**src/rtl/math_pipelined_alu.sv**
```systemverilog
// Chunk-pipelined add/subtract ALU: each stage resolves one CHUNK-wide slice of the
// operands and hands the carry to the next stage, sustaining one beat per cycle.
module math_pipelined_alu #(
    parameter int WIDTH   = 8,
    parameter int LATENCY = 4
) (
    input  logic             clk,
    input  logic             rst_n,
    input  logic             in_valid,
    output logic             in_ready,
    input  logic [WIDTH-1:0] I1,
    input  logic [WIDTH-1:0] I2,
    input  logic             op_sub,
    input  logic             cin,
    output logic             out_valid,
    input  logic             out_ready,
    output logic [WIDTH-1:0] result,
    output logic             cout,
    output logic             ovf,
    output logic             zero
);

    localparam int CHUNK       = (WIDTH + LATENCY - 1) / LATENCY;
    localparam int CHUNK_COUNT = (WIDTH + CHUNK - 1) / CHUNK;
    localparam int LAST        = WIDTH - (CHUNK_COUNT - 1) * CHUNK;
    localparam int PADW        = WIDTH + (CHUNK - LAST);
    localparam int LS          = CHUNK_COUNT - 1;
    // Operands are zero-padded to whole chunks, so bit WIDTH of the padded sum is the true carry
    localparam logic [PADW:0] CARRY_SEL = (PADW + 1)'(1) << WIDTH;

    logic [CHUNK_COUNT-1:0]           valid_q, valid_d;
    logic [CHUNK_COUNT-1:0]           carry_q, carry_d;
    logic [CHUNK_COUNT-1:0]           zero_q, zero_d;
    logic [CHUNK_COUNT-1:0]           sub_q, sub_d;
    logic [CHUNK_COUNT-1:0][PADW-1:0] aOp_q, aOp_d;
    logic [CHUNK_COUNT-1:0][PADW-1:0] bOp_q, bOp_d;
    logic [CHUNK_COUNT-1:0][PADW-1:0] sum_q, sum_d;
    logic                             cout_q, cout_d;
    logic                             ovf_q, ovf_d;

    logic [PADW-1:0] aIn, bIn, mask;
    logic [CHUNK:0]  part;
    logic            carryOut;
    logic            unusedBits;

    assign in_ready  = !valid_q[LS] || out_ready;
    assign out_valid = valid_q[LS];
    assign result    = sum_q[LS][WIDTH-1:0];
    assign cout      = cout_q;
    assign ovf       = ovf_q;
    assign zero      = zero_q[LS];

    // Final-stage operand copies exist only for uniform indexing and are never read
    assign unusedBits = ^{aOp_q[LS], bOp_q[LS], sub_q[LS], carry_q[LS], sum_q[LS]};

    always_comb begin
        aIn     = '0;
        bIn     = '0;
        mask    = '0;
        valid_d = '0;
        carry_d = '0;
        zero_d  = '0;
        sub_d   = '0;
        aOp_d   = '0;
        bOp_d   = '0;
        sum_d   = '0;

        aIn[WIDTH-1:0]  = I1;
        bIn[WIDTH-1:0]  = op_sub ? ~I2 : I2;
        mask[WIDTH-1:0] = '1;

        // Subtraction runs as I1 + ~I2 + !cin, so the stage-0 carry-in is cin xor op_sub
        part = {1'b0, aIn[CHUNK-1:0]} + {1'b0, bIn[CHUNK-1:0]} + (CHUNK + 1)'(op_sub ^ cin);
        valid_d[0]            = in_valid;
        sub_d[0]              = op_sub;
        aOp_d[0]              = aIn;
        bOp_d[0]              = bIn;
        sum_d[0][CHUNK-1:0]   = part[CHUNK-1:0];
        carry_d[0]            = part[CHUNK];
        zero_d[0]             = (part[CHUNK-1:0] & mask[CHUNK-1:0]) == '0;

        for (int k = 1; k < CHUNK_COUNT; k++) begin
            part = {1'b0, aOp_q[k-1][k*CHUNK +: CHUNK]}
                 + {1'b0, bOp_q[k-1][k*CHUNK +: CHUNK]}
                 + (CHUNK + 1)'(carry_q[k-1]);
            valid_d[k]                  = valid_q[k-1];
            sub_d[k]                    = sub_q[k-1];
            aOp_d[k]                    = aOp_q[k-1];
            bOp_d[k]                    = bOp_q[k-1];
            sum_d[k]                    = sum_q[k-1];
            sum_d[k][k*CHUNK +: CHUNK]  = part[CHUNK-1:0];
            carry_d[k]                  = part[CHUNK];
            zero_d[k]                   = zero_q[k-1] && ((part[CHUNK-1:0] & mask[k*CHUNK +: CHUNK]) == '0);
        end

        carryOut = |({carry_d[LS], sum_d[LS]} & CARRY_SEL);
        cout_d   = sub_d[LS] ^ carryOut;
        ovf_d    = (aOp_d[LS][WIDTH-1] == bOp_d[LS][WIDTH-1])
                && (sum_d[LS][WIDTH-1] != aOp_d[LS][WIDTH-1]);
    end

    // The whole pipeline moves as one; a stalled output freezes every stage
    always_ff @(posedge clk or negedge rst_n) begin
        if (!rst_n) begin
            valid_q <= '0;
            carry_q <= '0;
            zero_q  <= '0;
            sub_q   <= '0;
            aOp_q   <= '0;
            bOp_q   <= '0;
            sum_q   <= '0;
            cout_q  <= 1'b0;
            ovf_q   <= 1'b0;
        end else if (in_ready) begin
            valid_q <= valid_d;
            carry_q <= carry_d;
            zero_q  <= zero_d;
            sub_q   <= sub_d;
            aOp_q   <= aOp_d;
            bOp_q   <= bOp_d;
            sum_q   <= sum_d;
            cout_q  <= cout_d;
            ovf_q   <= ovf_d;
        end
    end

endmodule

```
**config.mk**
```make
export PLATFORM = sky130hd
export DESIGN_NAME = math_pipelined_alu
export DESIGN_NICKNAME = d
export VERILOG_FILES = /design/src/rtl/math_pipelined_alu.sv
export SDC_FILE = /design/constraint.sdc
export NUM_CORES = 1
export LEC_CHECK = 0
export ABC_AREA = 1
export BUFFER_PORTS_ARGS = -buffer_cell sky130_fd_sc_hd__buf_2
export CORE_MARGIN = 2
export CORE_UTILIZATION = 57
export DETAILED_ROUTE_END_ITERATION = 10
export PLACE_DENSITY = 0.77
export SYNTH_ARGS = -nofsm -noshare
export SYNTH_HDL_FRONTEND = slang
export SYNTH_SLANG_ARGS = --single-unit
```
**constraint.sdc**
```tcl
create_clock -name clk -period 2.3 [get_ports clk]
set_clock_uncertainty 0.1 [all_clocks]
set_input_delay 0.46 -clock clk [delete_from_list [all_inputs] [get_ports clk]]
set_output_delay 0.46 -clock clk [all_outputs]
set_load 0.03 [all_outputs]
```
==> impl_summary.txt <==
----------------------------------------------------
[Synthesis]
  Synth cell types ... 21
  Netlist area before placement ... 2710 µm²
  Share of the synthesized area in the top cell type ... 0.555
  Biggest area contributors in the synthesized netlist ... dfrtp_1 (56%), nand2_1 (12%), fa_1 (5.9%)
  Flip-flop and latch count after synthesis ... 60
  Synth Instances ... about 270
  Syn nets ... roughly 300
  YS warnings ... 0
  Largest area contributor in the netlist ... dfrtp_1
  Syn Area/Cell ... ~9.9 µm²
  Register area share after synthesis ... 0.555

[Drt]
  Count of nets left with antenna violations after detail routing ... 0
  Total via count after detailed routing ... approximately 1.8k
  Wire length per cell ... between 10 and 15 µm
  Total routed wirelength ... approximately 4200 µm
  Number of DRC violations after detailed routing ... 0
  First-pass iteration count of the detailed router ... 6
  First DRT Iteration DRCs ... about 140
  Via count normalized by instance count ... 4.91

[Power and ir drop]
  Sequential Power Share ... 0.417
  Power density over cell area ... roughly 1400 nW/µm²
  Largest vdd supply drop ... between 500 and 600 µV
  Comb pwr share ... 0.387
  Part of the power in the clock network ... 0.196
  Sw Share ... 0.381
  Switching Power ... around 0.0016 W
  Internal power component ... about 0.0026 W
  Leakage ... 1.57 nW

[STA]
  Number of hold violations in the final report ... 0
  Slew HR ... 0.744
  Final setup violation count ... 0
  Setup repair after global routing missed its margin ... false
  Highest clock rate ... between 500 and 600 MHz
  Final worst slack ... about 0.48 ns
  Worst Max-Slew Pin Slew ... around 0.38 ns
  Pins Over Slew Limit ... 0
  Time the final worst path needs with I/O delays and setup ... 1.82 ns
  Final Cycle Share ... 0.793
  Post-route setup TNS ... 0 ns

[Setup path]
  Required time of the critical path ... ~2.5 ns
  CP Class ... reg2reg
  Sort of element at the end of the critical path ... flop
  Arrival time of data at the critical path endpoint ... around 2.0 ns
  Startpoint class of the critical path ... flop
  Maximum net fanout on the critical path ... 3

[Die]
  Die Height ... ~73 µm
  Area inside the core boundary ... about 4700 µm²
  Die area ... ~5300 µm²
  Number of I/O pins ... 35
  Row cnt ... 25
  Die Wd ... about 73 µm
  Initial core utilization ... 0.580

[Placed design]
  Buffers added on ports ... 34
  Dpl cells ... 352
  Final weighted congestion of routability-driven global placement ... ~0.7
  Pre-CTS setup slack ... 0.246 ns
  Half-perimeter wire length after placement ... roughly 2900 µm

[Global routing]
  Maximum number of pins on one net before global-route repair ... about 60
  Overall global routing resource usage ... 0.187
  Via count of the first global-routing pass ... between 1.5k and 2k
  Antenna violations before repair ... 0
  Gr ovfl total ... 0
  First-pass GRT wire length ... ~7400 µm

[Layout]
  Total inserted antenna cells ... 0
  Layout Cells excl Fill ... 367
  Area growth from synthesis to layout ... 13.0%
  Fraction of final layout cells with drive strength greater than 1 ... 0.275
  Fill cell instance count of the final layout ... around 370
  Nets ... 340

[Clock tree]
  TritonCTS clock tree ... done
  Max Buffers Root-to-Sink ... 2
  CTS sink cnt ... 60
  Number of hold buffers added after cts ... 0
  CTS root buffer ... clkbuf_8
  CTS resizes ... 0
  Number of buffers inserted during clock tree synthesis ... 9
  Post-CTS Setup Repair Bufs ... 0
  Later-pin clock latency in the skew report ... 0.33 ns
  Clock transition at the register clock pins on the worst setup and hold paths after CTS ... approximately 0.060 ns
  # H-tree levels ... 3

[Hold path]
  Hold Path Class ... in2async

[Run status]
  Run status ... finished clean

[Flow run]
  Max-cap violation count ... 0

----------------------------------------------------
power by group through the flow:
stage	logic (W)	registers, W	clock network, W
floorplan	0.00114	0.00189	0
detailed placement	0.00162	0.00174	0
global placement	0.00156	0.00172	0
CTS	0.00163	0.00172	0.000830
global route	0.00183	0.00177	0.000874
finish	0.00160	0.00172	0.000810
per-layer routing:
| layer | vias up | share of wire | track usage |
|---|---|---|---|
| met5 | - | 0 | 0 |
| li1 | 909 | - | - |
| met3 | 8 | 0.037 | 0.0511 |
| met4 | 0 | 0.022 | 0.105 |
| met1 | 842 | 0.47 | 0.233 |
| met2 | 42 | 0.48 | 0.296 |
worst max-delay path: stages (launching register included):
cell and delay, ns:
dfrtp_1 0.36, inv_1 0.06, fa_1 0.43, fa_1 0.56
xnor2_1 0.14, nand2_1 0.07, nand2_1 0.05
state kept, by name, indices dropped and copies added (netlist names):
name,flops
result,8
aOp_d,12
ovf,1
carry_q,3
sum_d,12
cout,1
sub_q,3
valid_q,4
zero_q,4
bOp_d,12
final timing paths:
check / startpoint / endpoint / slack (ns) / depth (start not counted)
max: carry_q[2] / ovf / 0.48 / 6
min: rst_n / ovf / 0.02 / 2
max reg2reg: carry_q[2] / ovf / 0.48 / 6
min reg2reg: valid_q[2] / valid_q[3] / 0.35 / 2
max in group asynchronous: rst_n / sum_d[25] / 1.83 / 2
min in group clk: I1[7] / aOp_d[15] / 0.22 / 3
kinds of logic after synthesis:
kind of cell             count (synthesis)  share of synthesized area
AO/OA/AOI/OAI                           41                      0.100
XOR/XNOR                                 5                     0.0162
adder cells (fa/ha/maj)                  9                     0.0638
buffers and inverters                   43                     0.0856
flip-flops                              60                      0.555
AND/OR/NAND/NOR                        114                      0.179
through the flow:
| step | area (µm²) | utilization | power (W) | hold slack, ns |
|---|---|---|---|---|
| 2_1_floorplan | 2710 | - | 0.00303 | 0.0644 |
| 3_3_place_gp | 2890 | 0.619 | 0.00328 | 0.345 |
| 4_1_cts | 3060 | 0.656 | 0.00418 | 0.0337 |
| 6_report | 3060 | 0.656 | 0.00413 | 0.0197 |
| 3_5_place_dp | 2890 | 0.619 | 0.00336 | 0.338 |
| 5_1_grt | 3060 | 0.656 | 0.00447 | 0.0447 |
cell type report:
cell class	count	area (µm²)	share of cell area
flip-flops and latches	60	1500	0.491
multi-input cells	169	972	0.318
repair buffers	39	233	0.0762
clock buffers	13	159	0.0520
inverters	30	113	0.0369
well taps	54	67.6	0.0221
clock inverters	2	10.0	0.00328
placed cells by master (no fill, tap or decap), drive strengths merged:
cell / count
xnor2: 4
xor2: 1
or2: 4
buf: 39
fa: 8
nand2: 99
clkinv: 2
clkbuf: 13
nor2: 2
o21a: 1
inv: 30
dfrtp: 60
ha: 1
o21ai: 40
nand3: 9
cell usage after synthesis:
cell	number
or2_2	4
buf_4	4
dfrtp_1	60
nand2_1	88
xnor2_1	4
nor2_1	1
fa_1	8
buf_12	1
nand3_1	9
o21a_1	1
inv_1	29
buf_2	4
ha_1	1
buf_8	1
xor2_1	1
nor2_4	1
nand2_2	11
buf_6	3
o21ai_0	23
inv_2	1
o21ai_2	17
No activity file was read; power rests on OpenSTA's default activity.
